$ cat src/rtl/alu_arbiter_if.sv
// alu_arbiter_if: bundles the requester, shared-ALU and response signals of
// alu_arbiter. The master side is the surrounding environment (two requesters,
// the combinational ALU and the response consumer); the slave side is the arbiter.
interface alu_arbiter_if #(
  parameter int TAG_W = 4
);
  logic [1:0]         req_valid;
  logic [1:0]         req_ready;
  logic [5:0]         req_op;
  logic [63:0]        req_a;
  logic [63:0]        req_b;
  logic [2*TAG_W-1:0] req_tag;

  logic [2:0]         alu_op;
  logic [31:0]        alu_a;
  logic [31:0]        alu_b;
  logic [31:0]        alu_y;

  logic               rsp_valid;
  logic               rsp_ready;
  logic               rsp_id;
  logic [TAG_W-1:0]   rsp_tag;
  logic [31:0]        rsp_data;

  modport master (
    output req_valid, req_op, req_a, req_b, req_tag, alu_y, rsp_ready,
    input  req_ready, alu_op, alu_a, alu_b, rsp_valid, rsp_id, rsp_tag, rsp_data
  );

  modport slave (
    input  req_valid, req_op, req_a, req_b, req_tag, alu_y, rsp_ready,
    output req_ready, alu_op, alu_a, alu_b, rsp_valid, rsp_id, rsp_tag, rsp_data
  );
endinterface

$ cat src/rtl/alu_arbiter.sv
// alu_arbiter: lets two requesters share one combinational ALU. The winner's
// operands are steered to the ALU and the result is captured one cycle later in
// a single-entry response register (EMPTY/FULL), which can drain and reload in
// the same cycle for one operation per cycle.
// Configuration macro ALU_ARB_RR_EN: when defined, ties are broken round-robin
// using a 1-bit pointer to the last granted requester; when undefined, requester
// 0 always wins a tie and no pointer flop exists.
module alu_arbiter #(
  parameter int TAG_W = 4
) (
  input logic          clk,
  input logic          rst,
  alu_arbiter_if.slave bus
);

  typedef enum logic {
    EMPTY = 1'b0,
    FULL  = 1'b1
  } state_t;

  state_t           state_q, state_d;
  logic [31:0]      rsp_data_q, rsp_data_d;
  logic             rsp_id_q, rsp_id_d;
  logic [TAG_W-1:0] rsp_tag_q, rsp_tag_d;

  logic             can_accept;
  logic [1:0]       gnt;
  logic             handshake;
  logic             prefer1;

  logic [2:0]       op0, op1;
  logic [31:0]      a0, a1, b0, b1;
  logic [TAG_W-1:0] tag0, tag1;

  assign op0  = bus.req_op[2:0];
  assign op1  = bus.req_op[5:3];
  assign a0   = bus.req_a[31:0];
  assign a1   = bus.req_a[63:32];
  assign b0   = bus.req_b[31:0];
  assign b1   = bus.req_b[63:32];
  assign tag0 = bus.req_tag[TAG_W-1:0];
  assign tag1 = bus.req_tag[2*TAG_W-1:TAG_W];

  // A new result can be captured when the register is empty or is being drained
  // this cycle; reset blocks all grants so nothing is half-accepted.
  assign can_accept = ~rst & ((state_q == EMPTY) | bus.rsp_ready);
  assign handshake  = |gnt;

`ifdef ALU_ARB_RR_EN
  logic ptr_q, ptr_d;

  // Pointer tracks the last granted requester and moves only when a grant is taken.
  always_comb begin
    ptr_d = ptr_q;
    if (handshake) begin
      ptr_d = gnt[1];
    end
  end

  // Pointer register; resets to 1 so requester 0 wins the first tie.
  always_ff @(posedge clk or posedge rst) begin
    if (rst) begin
      ptr_q <= 1'b1;
    end else begin
      ptr_q <= ptr_d;
    end
  end

  assign prefer1 = ~ptr_q;
`else
  assign prefer1 = 1'b0;
`endif

  // Combinational grant: at most one requester, only when a result can be taken.
  always_comb begin
    gnt = 2'b00;
    if (can_accept) begin
      case (bus.req_valid)
        2'b01:   gnt = 2'b01;
        2'b10:   gnt = 2'b10;
        2'b11:   gnt = prefer1 ? 2'b10 : 2'b01;
        default: gnt = 2'b00;
      endcase
    end
  end

  // Steer the granted requester's fields to the ALU; idle ALU inputs sit at zero.
  always_comb begin
    bus.alu_op = 3'b000;
    bus.alu_a  = 32'd0;
    bus.alu_b  = 32'd0;
    if (gnt[0]) begin
      bus.alu_op = op0;
      bus.alu_a  = a0;
      bus.alu_b  = b0;
    end else if (gnt[1]) begin
      bus.alu_op = op1;
      bus.alu_a  = a1;
      bus.alu_b  = b1;
    end
  end

  // Response register next state: load on a handshake (even while draining),
  // otherwise empty out when the consumer takes the held result.
  always_comb begin
    state_d    = state_q;
    rsp_data_d = rsp_data_q;
    rsp_id_d   = rsp_id_q;
    rsp_tag_d  = rsp_tag_q;
    if (handshake) begin
      state_d    = FULL;
      rsp_data_d = bus.alu_y;
      rsp_id_d   = gnt[1];
      rsp_tag_d  = gnt[1] ? tag1 : tag0;
    end else if ((state_q == FULL) && bus.rsp_ready) begin
      state_d = EMPTY;
    end
  end

  // Response register; reset discards any pending result.
  always_ff @(posedge clk or posedge rst) begin
    if (rst) begin
      state_q    <= EMPTY;
      rsp_data_q <= 32'd0;
      rsp_id_q   <= 1'b0;
      rsp_tag_q  <= '0;
    end else begin
      state_q    <= state_d;
      rsp_data_q <= rsp_data_d;
      rsp_id_q   <= rsp_id_d;
      rsp_tag_q  <= rsp_tag_d;
    end
  end

  assign bus.req_ready = gnt;
  assign bus.rsp_valid = (state_q == FULL);
  assign bus.rsp_data  = rsp_data_q;
  assign bus.rsp_id    = rsp_id_q;
  assign bus.rsp_tag   = rsp_tag_q;

  // Grant sanity: one-hot, only to valid requesters, never while the register is stuck full.
  assert property (@(posedge clk) disable iff (rst) $onehot0(gnt));
  assert property (@(posedge clk) disable iff (rst) (gnt & ~bus.req_valid) == 2'b00);
  assert property (@(posedge clk) disable iff (rst)
                   ((state_q == FULL) && !bus.rsp_ready) |-> (gnt == 2'b00));

endmodule

$ cat src/flat_wrapper.sv
// flat-port wrapper written by rule: the top's interface ports become plain ports
module alu_arbiter_flat 
#(
  parameter int TAG_W = 4
)
  (clk, rst, bus_req_valid, bus_req_op, bus_req_a, bus_req_b, bus_req_tag, bus_alu_y, bus_rsp_ready, bus_req_ready, bus_alu_op, bus_alu_a, bus_alu_b, bus_rsp_valid, bus_rsp_id, bus_rsp_tag, bus_rsp_data);
  alu_arbiter_if #(.TAG_W(TAG_W)) bus_i ();
  input logic clk;
  input logic rst;
  input wire logic [$bits(bus_i.req_valid)-1:0] bus_req_valid;
  input wire logic [$bits(bus_i.req_op)-1:0] bus_req_op;
  input wire logic [$bits(bus_i.req_a)-1:0] bus_req_a;
  input wire logic [$bits(bus_i.req_b)-1:0] bus_req_b;
  input wire logic [$bits(bus_i.req_tag)-1:0] bus_req_tag;
  input wire logic [$bits(bus_i.alu_y)-1:0] bus_alu_y;
  input wire logic [$bits(bus_i.rsp_ready)-1:0] bus_rsp_ready;
  output wire logic [$bits(bus_i.req_ready)-1:0] bus_req_ready;
  output wire logic [$bits(bus_i.alu_op)-1:0] bus_alu_op;
  output wire logic [$bits(bus_i.alu_a)-1:0] bus_alu_a;
  output wire logic [$bits(bus_i.alu_b)-1:0] bus_alu_b;
  output wire logic [$bits(bus_i.rsp_valid)-1:0] bus_rsp_valid;
  output wire logic [$bits(bus_i.rsp_id)-1:0] bus_rsp_id;
  output wire logic [$bits(bus_i.rsp_tag)-1:0] bus_rsp_tag;
  output wire logic [$bits(bus_i.rsp_data)-1:0] bus_rsp_data;
  assign bus_i.req_valid = bus_req_valid;
  assign bus_i.req_op = bus_req_op;
  assign bus_i.req_a = bus_req_a;
  assign bus_i.req_b = bus_req_b;
  assign bus_i.req_tag = bus_req_tag;
  assign bus_i.alu_y = bus_alu_y;
  assign bus_i.rsp_ready = bus_rsp_ready;
  assign bus_req_ready = bus_i.req_ready;
  assign bus_alu_op = bus_i.alu_op;
  assign bus_alu_a = bus_i.alu_a;
  assign bus_alu_b = bus_i.alu_b;
  assign bus_rsp_valid = bus_i.rsp_valid;
  assign bus_rsp_id = bus_i.rsp_id;
  assign bus_rsp_tag = bus_i.rsp_tag;
  assign bus_rsp_data = bus_i.rsp_data;
  alu_arbiter #(.TAG_W(TAG_W)) u_core (.clk(clk), .rst(rst), .bus(bus_i));
endmodule
$ cat config.mk
export PLATFORM = sky130hd
export DESIGN_NAME = alu_arbiter_flat
export DESIGN_NICKNAME = d
export VERILOG_FILES = /design/src/rtl/alu_arbiter_if.sv /design/src/rtl/alu_arbiter.sv /design/src/flat_wrapper.sv
export SDC_FILE = /design/constraint.sdc
export NUM_CORES = 1
export LEC_CHECK = 0
export CORE_AREA = 2 2 110 112
export DETAILED_ROUTE_END_ITERATION = 8
export DIE_AREA = 0 0 112 114
export PLACE_DENSITY = 0.77
export SLEW_MARGIN = 20
export SYNTH_ARGS = -nofsm -noshare
export SYNTH_HDL_FRONTEND = slang
export SYNTH_SLANG_ARGS = --single-unit
$ cat constraint.sdc
create_clock -name clk -period 3.1 [get_ports clk]
set_clock_uncertainty 0.15 [all_clocks]
set_input_delay 0.62 -clock clk [delete_from_list [all_inputs] [get_ports clk]]
set_output_delay 0.62 -clock clk [all_outputs]
set_load 0.02 [all_outputs]
[Word-level counts from Yosys, hierarchy flattened]
Index checks and enable logic that the tools add are counted.
Storage, ports and cells
  flip-flop bits (word level): 38
  output and inout bits: 107
Cells by class
  equality and inequality tests: 3
  multiplexer cells: 11
  bitwise gates (word level): 4
  reduce and logical (&&, ||, !) cells: 4
Operators by type and width (number)
  $mux 32: 4
  $mux 3: 2
  $eq 2x2->1 const B: 2
  $mux 4: 1
  $pmux 2 s2: 1
  $reduce_or 2->1: 2
  $eq 2x1->1 const B: 1
  $mux 1: 2
  $mux 2: 1
  $not 1->1: 2
  $reduce_bool 2->1: 1
  $and 1x1->1: 1
  $logic_and 1x1->1: 1
  $or 1x1->1: 1

[Logic depth before layout (Yosys ltp)]
Gate-level depths: netlist (run 1).
  word-level depth: 6
  depth in mapped cells: 6
  mapped depth without buffers: 3

[Least setup slack after synthesis (run 1)]
OpenSTA, ideal clock, no wires.
  kind: in2out
  start point: input port rst
  end point: output port bus_alu_b[23]
  arrival time: 2.590 ns
  required time: 2.330 ns
  setup slack: -0.260 ns
  stages on the path: 5
  path buffers: 2
  cell sequence: inv_1 > and3_1 > buf_2 > clkbuf_1 > a22o_1
Between the ends
  elaborated cells on any way between the ends: 5
  those cells by class: mux: 3; bitwise: 2
RTL lines
  from (decl): line flat_wrapper.sv:9  | input logic rst;
  $not 1->1: line alu_arbiter.sv:46  | assign can_accept = ~rst & ((state_q == EMPTY) | bus.rsp_ready);
  $and 1x1->1: line alu_arbiter.sv:46
  $mux 2: line alu_arbiter.sv:77  | if (can_accept) begin
  via bus_req_ready[0]: line flat_wrapper.sv:17  | output wire logic [$bits(bus_i.req_ready)-1:0] bus_req_ready;
  $mux 32: line alu_arbiter.sv:92  | if (gnt[0]) begin
  to (decl): line flat_wrapper.sv:20  | output wire logic [$bits(bus_i.alu_b)-1:0] bus_alu_b;
The timed path passes the listed nets, and every way through them passes these cells.

[Worst setup path after layout (run 1)]
  start point: input port bus_rsp_ready
  end point: output port bus_alu_b[6]
Between the ends
  longest elaborated chain between the ends: 5
RTL lines
  from (decl): line flat_wrapper.sv:16  | input wire logic [$bits(bus_i.rsp_ready)-1:0] bus_rsp_ready;
  $or 1x1->1 *: line alu_arbiter.sv:46
  $and 1x1->1 *: line alu_arbiter.sv:46
  $mux 2 *: line alu_arbiter.sv:77
  $mux 32: line alu_arbiter.sv:96  | end else if (gnt[1]) begin
  $mux 32 *: line alu_arbiter.sv:92
Mark *: on every way between the ends. The rest lies on a longest branch, timed or not.

==> results of run 1 <==
==> cell usage after synthesis (2+ instances only) <==
| library cell | number |
|---|---|
| inv_1 | 5 |
| mux2_2 | 31 |
| a22oi_1 | 3 |
| nand2_1 | 2 |
| clkbuf_1 | 5 |
| o21ai_0 | 2 |
| buf_2 | 9 |
| dfrtp_1 | 38 |
| buf_6 | 5 |
| and3_1 | 2 |
| o22ai_1 | 3 |
| a22o_1 | 67 |
==> metrics by stage <==
step	total power [mW]	TNS [ns]	cell area, um^2	setup WS [ns]
5_1_grt	2.22	-0.00335	5350	-0.00335
3_5_place_dp	1.59	-13.13	5240	-0.302
3_3_place_gp	1.57	-10.91	5240	-0.275
2_1_floorplan	1.01	0	2180	0.108
4_1_cts	2.14	0	5340	0.00191
6_report	2.11	0	5350	0.0669
==> flip-flops by register name, indices dropped and copies added (netlist names) <==
register and count:
u_core.bus.rsp_data 32, u_core.bus.rsp_id 1, u_core.bus.rsp_tag 4, u_core.bus.rsp_valid 1
==> routing by layer <==
layer  share of wire [%]  routed length (um)  global-route usage (%)  vias up
met5                   0                   0                       0        -
met4                 3.3                 408                    7.64        0
met3                 9.5                1160                    6.16       24
met2                  52                6340                    33.3      165
met1                  35                4350                    18.7     1313
li1                    -                   -                       -     1299
==> area by class of cell <==
| class | instances | area, um^2 | share of cell area (%) |
|---|---|---|---|
| Antenna cell | 3 | 7.51 | 0.140 |
| Clock buffer | 5 | 125 | 2.34 |
| Clock inverter | 3 | 40.0 | 0.749 |
| Inverter | 5 | 22.5 | 0.421 |
| Multi-Input combinational cell | 120 | 1100 | 20.5 |
| Sequential cell | 38 | 951 | 17.8 |
| Tap cell | 147 | 184 | 3.44 |
| Timing Repair Buffer | 301 | 2920 | 54.6 |
==> power by group through the flow <==
| stage | clock [mW] | sequential [mW] | combinational, mW |
|---|---|---|---|
| 6_report | 0.577 | 0.631 | 0.906 |
| 5_1_grt | 0.616 | 0.644 | 0.960 |
| 4_1_cts | 0.595 | 0.632 | 0.914 |
| 3_5_place_dp | 0 | 0.639 | 0.946 |
| 3_3_place_gp | 0 | 0.633 | 0.936 |
| 2_1_floorplan | 0 | 0.745 | 0.261 |
==> how the worst min path moves through the flow <==
stage                      startpoint                endpoint  slack, ns  cells past startpoint
6_report       u_core.bus.rsp_data[2]  u_core.bus.rsp_data[2]       0.34                      1
2_1_floorplan                     rst  u_core.bus.rsp_data[0]       0.45                      1
4_1_cts        u_core.bus.rsp_data[2]  u_core.bus.rsp_data[2]       0.34                      1
3_3_place_gp   u_core.bus.rsp_data[2]  u_core.bus.rsp_data[2]       0.32                      1
5_1_grt        u_core.bus.rsp_data[2]  u_core.bus.rsp_data[2]       0.36                      1
3_5_place_dp   u_core.bus.rsp_data[2]  u_core.bus.rsp_data[2]       0.33                      1
==> cells by family (layout without fill, tap and decap cells) <==
logic type      after synthesis  after routing  synth area share, %
compound gates               78             78                 30.4
buf+inv                      24            314                 6.37
flops                        38             38                 43.6
mux                          32             32                 16.5
other cells                   0              3                    0
simple gates                 10             10                 3.16
==> timing repair <==
action / CTS / global route
setup endpoints to repair: 65 / 36
resized for setup: 73 / 31
cloned: 0 / 1
==> critical path, cell delays in order <==
cell and delay [ns]:
clkdlybuf4s50_1 0.48, nand2b_1 0.15, and3_2 0.25, buf_12 0.23
a22o_1 0.16, dlygate4sd2_1 0.34
==> results.py, run 1 <==
metrics = {
    "layout": {
        "drive_gt1_share_pct": 16.1,
        "layout_common_cells": "216 x clkdlybuf4s50_1, 67 x a22o_1, 39 x dlygate4sd2_1",
        "instances_no_fill": 622,
        "final_nets": 650,
        "layout_commonest_cell": "clkdlybuf4s50_1",
        "final_core_util_pct": 45.7,
        "n_fill_cell": 1133,
        "syn_to_final_growth_pct": 145,
    },
    "global_routing": {
        "grt_pass1_vias": 2988,
        "track_usage_pct": 18.0,
        "grt_max_degree": 49,
        "overflow": 0,
        "antenna_found_initial": 3,
        "grt_pass1_wl_mm": 17.5,
    },
    "setup_path": {
        "setup.worst_path.start": "bus_rsp_ready",
        "worstPathArrival_ns": 2.26,
        "r2r-start": "u_core.bus.rsp_valid",
        "r2r-end": "u_core.bus.rsp_data[21]",
        "critPathCapture": "bus_alu_b[6]",
        "r2r_slack_ns": 1.47,
        "worst-path-max-fanout": 48,
        "cp_data_required_time_ns": 2.33,
        "worstSetupPathType": "in -> out",
        "cp-start-kind": "primary input",
        "ff2ff_path_depth": 4,
        "end_kind": "output port",
    },
    "logic_synthesis": {
        "avgSynthCellArea_um2": 12.0,
        "synth_cells": 182,
        "synth-edff-count": 0,
        "synth_cell_types": 22,
        "synth_top_cell_by_area": "dfrtp_1",
        "synthFlopType": "dfrtp_1",
        "ys_ff_latch": 38,
        "syn_area_mm2": 0.00218,
        "async_flop_share_pct": 100,
        "yosysSeqAreaShare_pct": 43.6,
        "yosysTopAreaCellShare_pct": 43.6,
        "synth_fp_nets": 361,
        "synth_area_leaders": "dfrtp_1 44%, a22o_1 27%, mux2_2 16%",
        "synth_warnings": 0,
    },
    "timing": {
        "slew_headroom_pct": 65.5,
        "fin_crit_ns": 3.03,
        "slew_viol_final": 0,
        "worstMarginPinSlew_ns": 0.517,
        "holdWs_ns": 0.341,
        "fmax_mhz": 330,
        "hold_viol": 0,
        "fin_crit_sh_pct": 97.8,
        "rsz0062_at_grt": "yes",
        "setup_viol": 0,
    },
    "die": {
        "dieArea_mm2": 0.0128,
        "io_pins": 286,
        "start_util_pct": 18.6,
        "die_h_um": 114,
        "die_w_um": 112,
        "rows": 40,
        "core_mm2": 0.0117,
    },
    "route": {
        "totalWireLength_mm": 12.3,
        "route.vias.total": 2801,
        "wl_per_cell_um": 19.7,
        "drcViolationCount": 0,
        "drt-initial-drc-count": 139,
        "vias_per_cell": 4.50,
        "ant_nets": 0,
        "firstDrtPassIters": 4,
    },
    "clocking": {
        "clock_tree.root_cell": "clkbuf_16",
        "clk_pin_slew_worst_paths_ns": 0.06,
        "cts_tree": "yes",
        "cts_made_buffers": 5,
        "postCtsSetupBuffers": 0,
        "cts_hold_repair.buffers": 0,
        "cts.htree.levels": 2,
        "cts_sinks": 38,
        "clock_latency_ns": 0.28,
        "ctsLongestPathBuffers": 2,
    },
    "run_status": {
        "status": "finished clean",
    },
    "place": {
        "gp_congestion": 0.941,
        "port_buffers": 285,
        "dp.cells": 610,
        "dp_hpwl_mm": 10.4,
    },
    "pwr": {
        "power_density_mw_per_mm2": 395,
        "switching_share_pct": 29.9,
        "pwr-share-comb_pct": 42.9,
        "ir_worst_vdd_mv": 0.390,
        "clkPwrFrac_pct": 27.3,
        "p_sw_uw": 633,
        "p_seq_share_pct": 29.8,
        "internal-power_mw": 1.48,
        "p_leak_nw": 2.33,
    },
    "min_path": {
        "hp-class": "reg -> reg",
    },
    "run": {
        "drv_cap": 0,
    },
}
Power figures use the tool's default switching activity.
==> run 2: changes to the inputs <==
- ABC_AREA: default -> 1
- CORE_AREA: 2 2 110 112 -> 2 2 112 114
- DIE_AREA: 0 0 112 114 -> 0 0 114 116
==> run 2 against run 1 <==
Net effect:
- worst hold slack got worse by 0.0040 ns
- sequential share of layout area shrank 0.91 points
- sequential power grew 2%
- clock power up 1%
- register-to-register slack worse by 0.30 ns
- first-iteration DRC count up 53%
- via count grew 25%
- worst setup slack improved by 0.025 ns
- maximum frequency rose by 0.82%
- count of clock-buffer cells in the layout is 1 higher
- critical path type unchanged
==> results.py, run 2 <==
metrics = {
    "run_status": {
        "status": "finished clean",
    },
    "clocking": {
        "clk_pin_slew_worst_paths_ns": 0.05,
        "clock_tree.root_cell": "clkbuf_16",
        "ctsLongestPathBuffers": 2,
        "cts_hold_repair.buffers": 0,
        "cts.htree.levels": 2,
        "cts_sinks": 38,
        "clock_latency_ns": 0.27,
        "cts_tree": "yes",
        "cts_made_buffers": 5,
    },
    "setup_path": {
        "worstPathArrival_ns": 2.24,
        "worstSetupPathType": "in -> out",
        "cp-start-kind": "primary input",
        "cp_data_required_time_ns": 2.33,
        "worst-path-max-fanout": 26,
        "end_kind": "output port",
    },
    "timing": {
        "rsz0062_at_grt": "no",
        "slew_headroom_pct": 65.7,
        "hold_viol": 0,
        "tns_ns": 0,
        "slew_viol_final": 0,
        "setup_ws_ns": 0.0916,
        "setup_viol": 0,
        "fin_crit_ns": 3.01,
        "fmax_mhz": 332,
        "fin_crit_sh_pct": 97.0,
        "holdWs_ns": 0.337,
        "worstMarginPinSlew_ns": 0.515,
    },
    "logic_synthesis": {
        "synth_common_cells": "275 x nand2_1, 41 x nand3_1, 38 x dfrtp_1",
        "synth-edff-count": 0,
        "synthFlopType": "dfrtp_1",
        "synth_cell_types": 15,
        "synth_cells": 401,
        "synth_fp_nets": 580,
        "synth_most_common_cell": "nand2_1",
        "synth_area_leaders": "nand2_1 42%, dfrtp_1 39%, nand3_1 8.4%",
        "avgSynthCellArea_um2": 6.10,
        "ys_ff_latch": 38,
        "yosysSeqAreaShare_pct": 38.9,
        "async_flop_share_pct": 100,
        "yosysTopAreaCellShare_pct": 42.2,
        "synth_top_cell_by_area": "nand2_1",
        "syn_area_mm2": 0.00245,
        "synth_warnings": 0,
    },
    "layout": {
        "largest_reg_flops": 32,
        "final_core_util_pct": 47.3,
        "drive_gt1_share_pct": 4.98,
        "final_nets": 862,
        "instances_no_fill": 830,
        "final_area_mm2": 0.00564,
        "layout_commonest_cell": "nand2_1",
        "layout_common_cells": "275 x nand2_1, 216 x clkdlybuf4s50_1, 47 x dlygate4sd2_1",
        "syn_to_final_growth_pct": 130,
        "antennaDiodeCount": 0,
    },
    "die": {
        "dieArea_mm2": 0.0132,
        "start_util_pct": 20.5,
        "die_h_um": 116,
        "die_w_um": 114,
        "rows": 40,
        "core_mm2": 0.0119,
        "io_pins": 286,
    },
    "place": {
        "dp.cells": 822,
        "port_buffers": 285,
        "gp_congestion": 0.817,
        "place_ws_ns": -0.147,
        "dp_hpwl_mm": 9.58,
        "place_area_mm2": 0.00549,
    },
    "pwr": {
        "p_leak_nw": 2.95,
        "ir_worst_vdd_mv": 0.320,
        "p_total_mw": 2.17,
        "power_density_mw_per_mm2": 384,
    },
    "global_routing": {
        "track_usage_pct": 16.6,
        "grt_pass1_vias": 3322,
        "antenna_found_initial": 0,
        "overflow": 0,
        "grt_pass1_wl_mm": 17.3,
        "grt_max_degree": 44,
    },
    "route": {
        "firstDrtPassIters": 6,
        "route.vias.total": 3499,
        "wl_per_cell_um": 14.3,
        "ant_nets": 0,
        "drcViolationCount": 0,
        "vias_per_cell": 4.22,
        "drt-initial-drc-count": 212,
        "totalWireLength_mm": 11.9,
    },
    "run": {
        "drv_cap": 0,
    },
    "min_path": {
        "hp-class": "reg -> reg",
    },
}
run 2: cell families (layout without fill, tap and decap cells):
logic type / count (synthesis) / count (layout) / share of synthesized area [%]
and+or+nand+nor: 325 / 325 / 53.9
buffers and inverters: 38 / 320 / 7.26
DFF: 38 / 38 / 38.9
run 2: layout make-up:
| type | instances | area (um^2) |
|---|---|---|
| Clock buffer | 6 | 139 |
| Clock inverter | 1 | 30.0 |
| Fill cell | 1224 | 6270 |
| Inverter | 13 | 48.8 |
| Multi-Input combinational cell | 325 | 1320 |
| Sequential cell | 38 | 951 |
| Tap cell | 147 | 184 |
| Timing Repair Buffer | 300 | 2970 |
run 2: final timing paths:
kind	start	endpoint	slack [ns]	depth (start not counted)
max	bus_req_valid[0]	bus_alu_b[23]	0.09	8
max reg2reg	u_core.bus.rsp_valid	u_core.bus.rsp_data[24]	1.17	7
min reg2reg	u_core.bus.rsp_id	u_core.bus.rsp_id	0.34	2
min in group asynchronous	rst	u_core.bus.rsp_data[30]	0.76	3
max in group asynchronous	rst	u_core.bus.rsp_data[19]	1.69	3
min	u_core.bus.rsp_id	u_core.bus.rsp_id	0.34	2
run 2: routing by layer:
layer	vias to the layer above	track usage, %	routed length (um)
li1	1781	-	-
met1	1525	18.6	4270
met2	179	31.3	6270
met3	14	4.29	1160
met4	0	4.15	161
met5	-	0	0
run 2: worst max-delay path, cell delays in order:
cell	delay, ns
clkdlybuf4s50_1	0.47
nor2_4	0.17
nand3_4	0.08
inv_2	0.12
bufbuf_16	0.32
nand2_1	0.06
nand2_1	0.06
dlygate4sd2_1	0.34
run 2: report_power, final:
part / internal (mW) / switching, mW
combinational: 0.499 / 0.442
sequential: 0.588 / 0.0539
clock: 0.397 / 0.187
total: 1.48 / 0.683
run 2: what timing repair did:
item / CTS / global route
resized for setup: 65 / 20
setup buffers: 0 / 0
pin swaps: 0 / 0
cloned: 1 / 0
setup endpoints to repair: 64 / 19
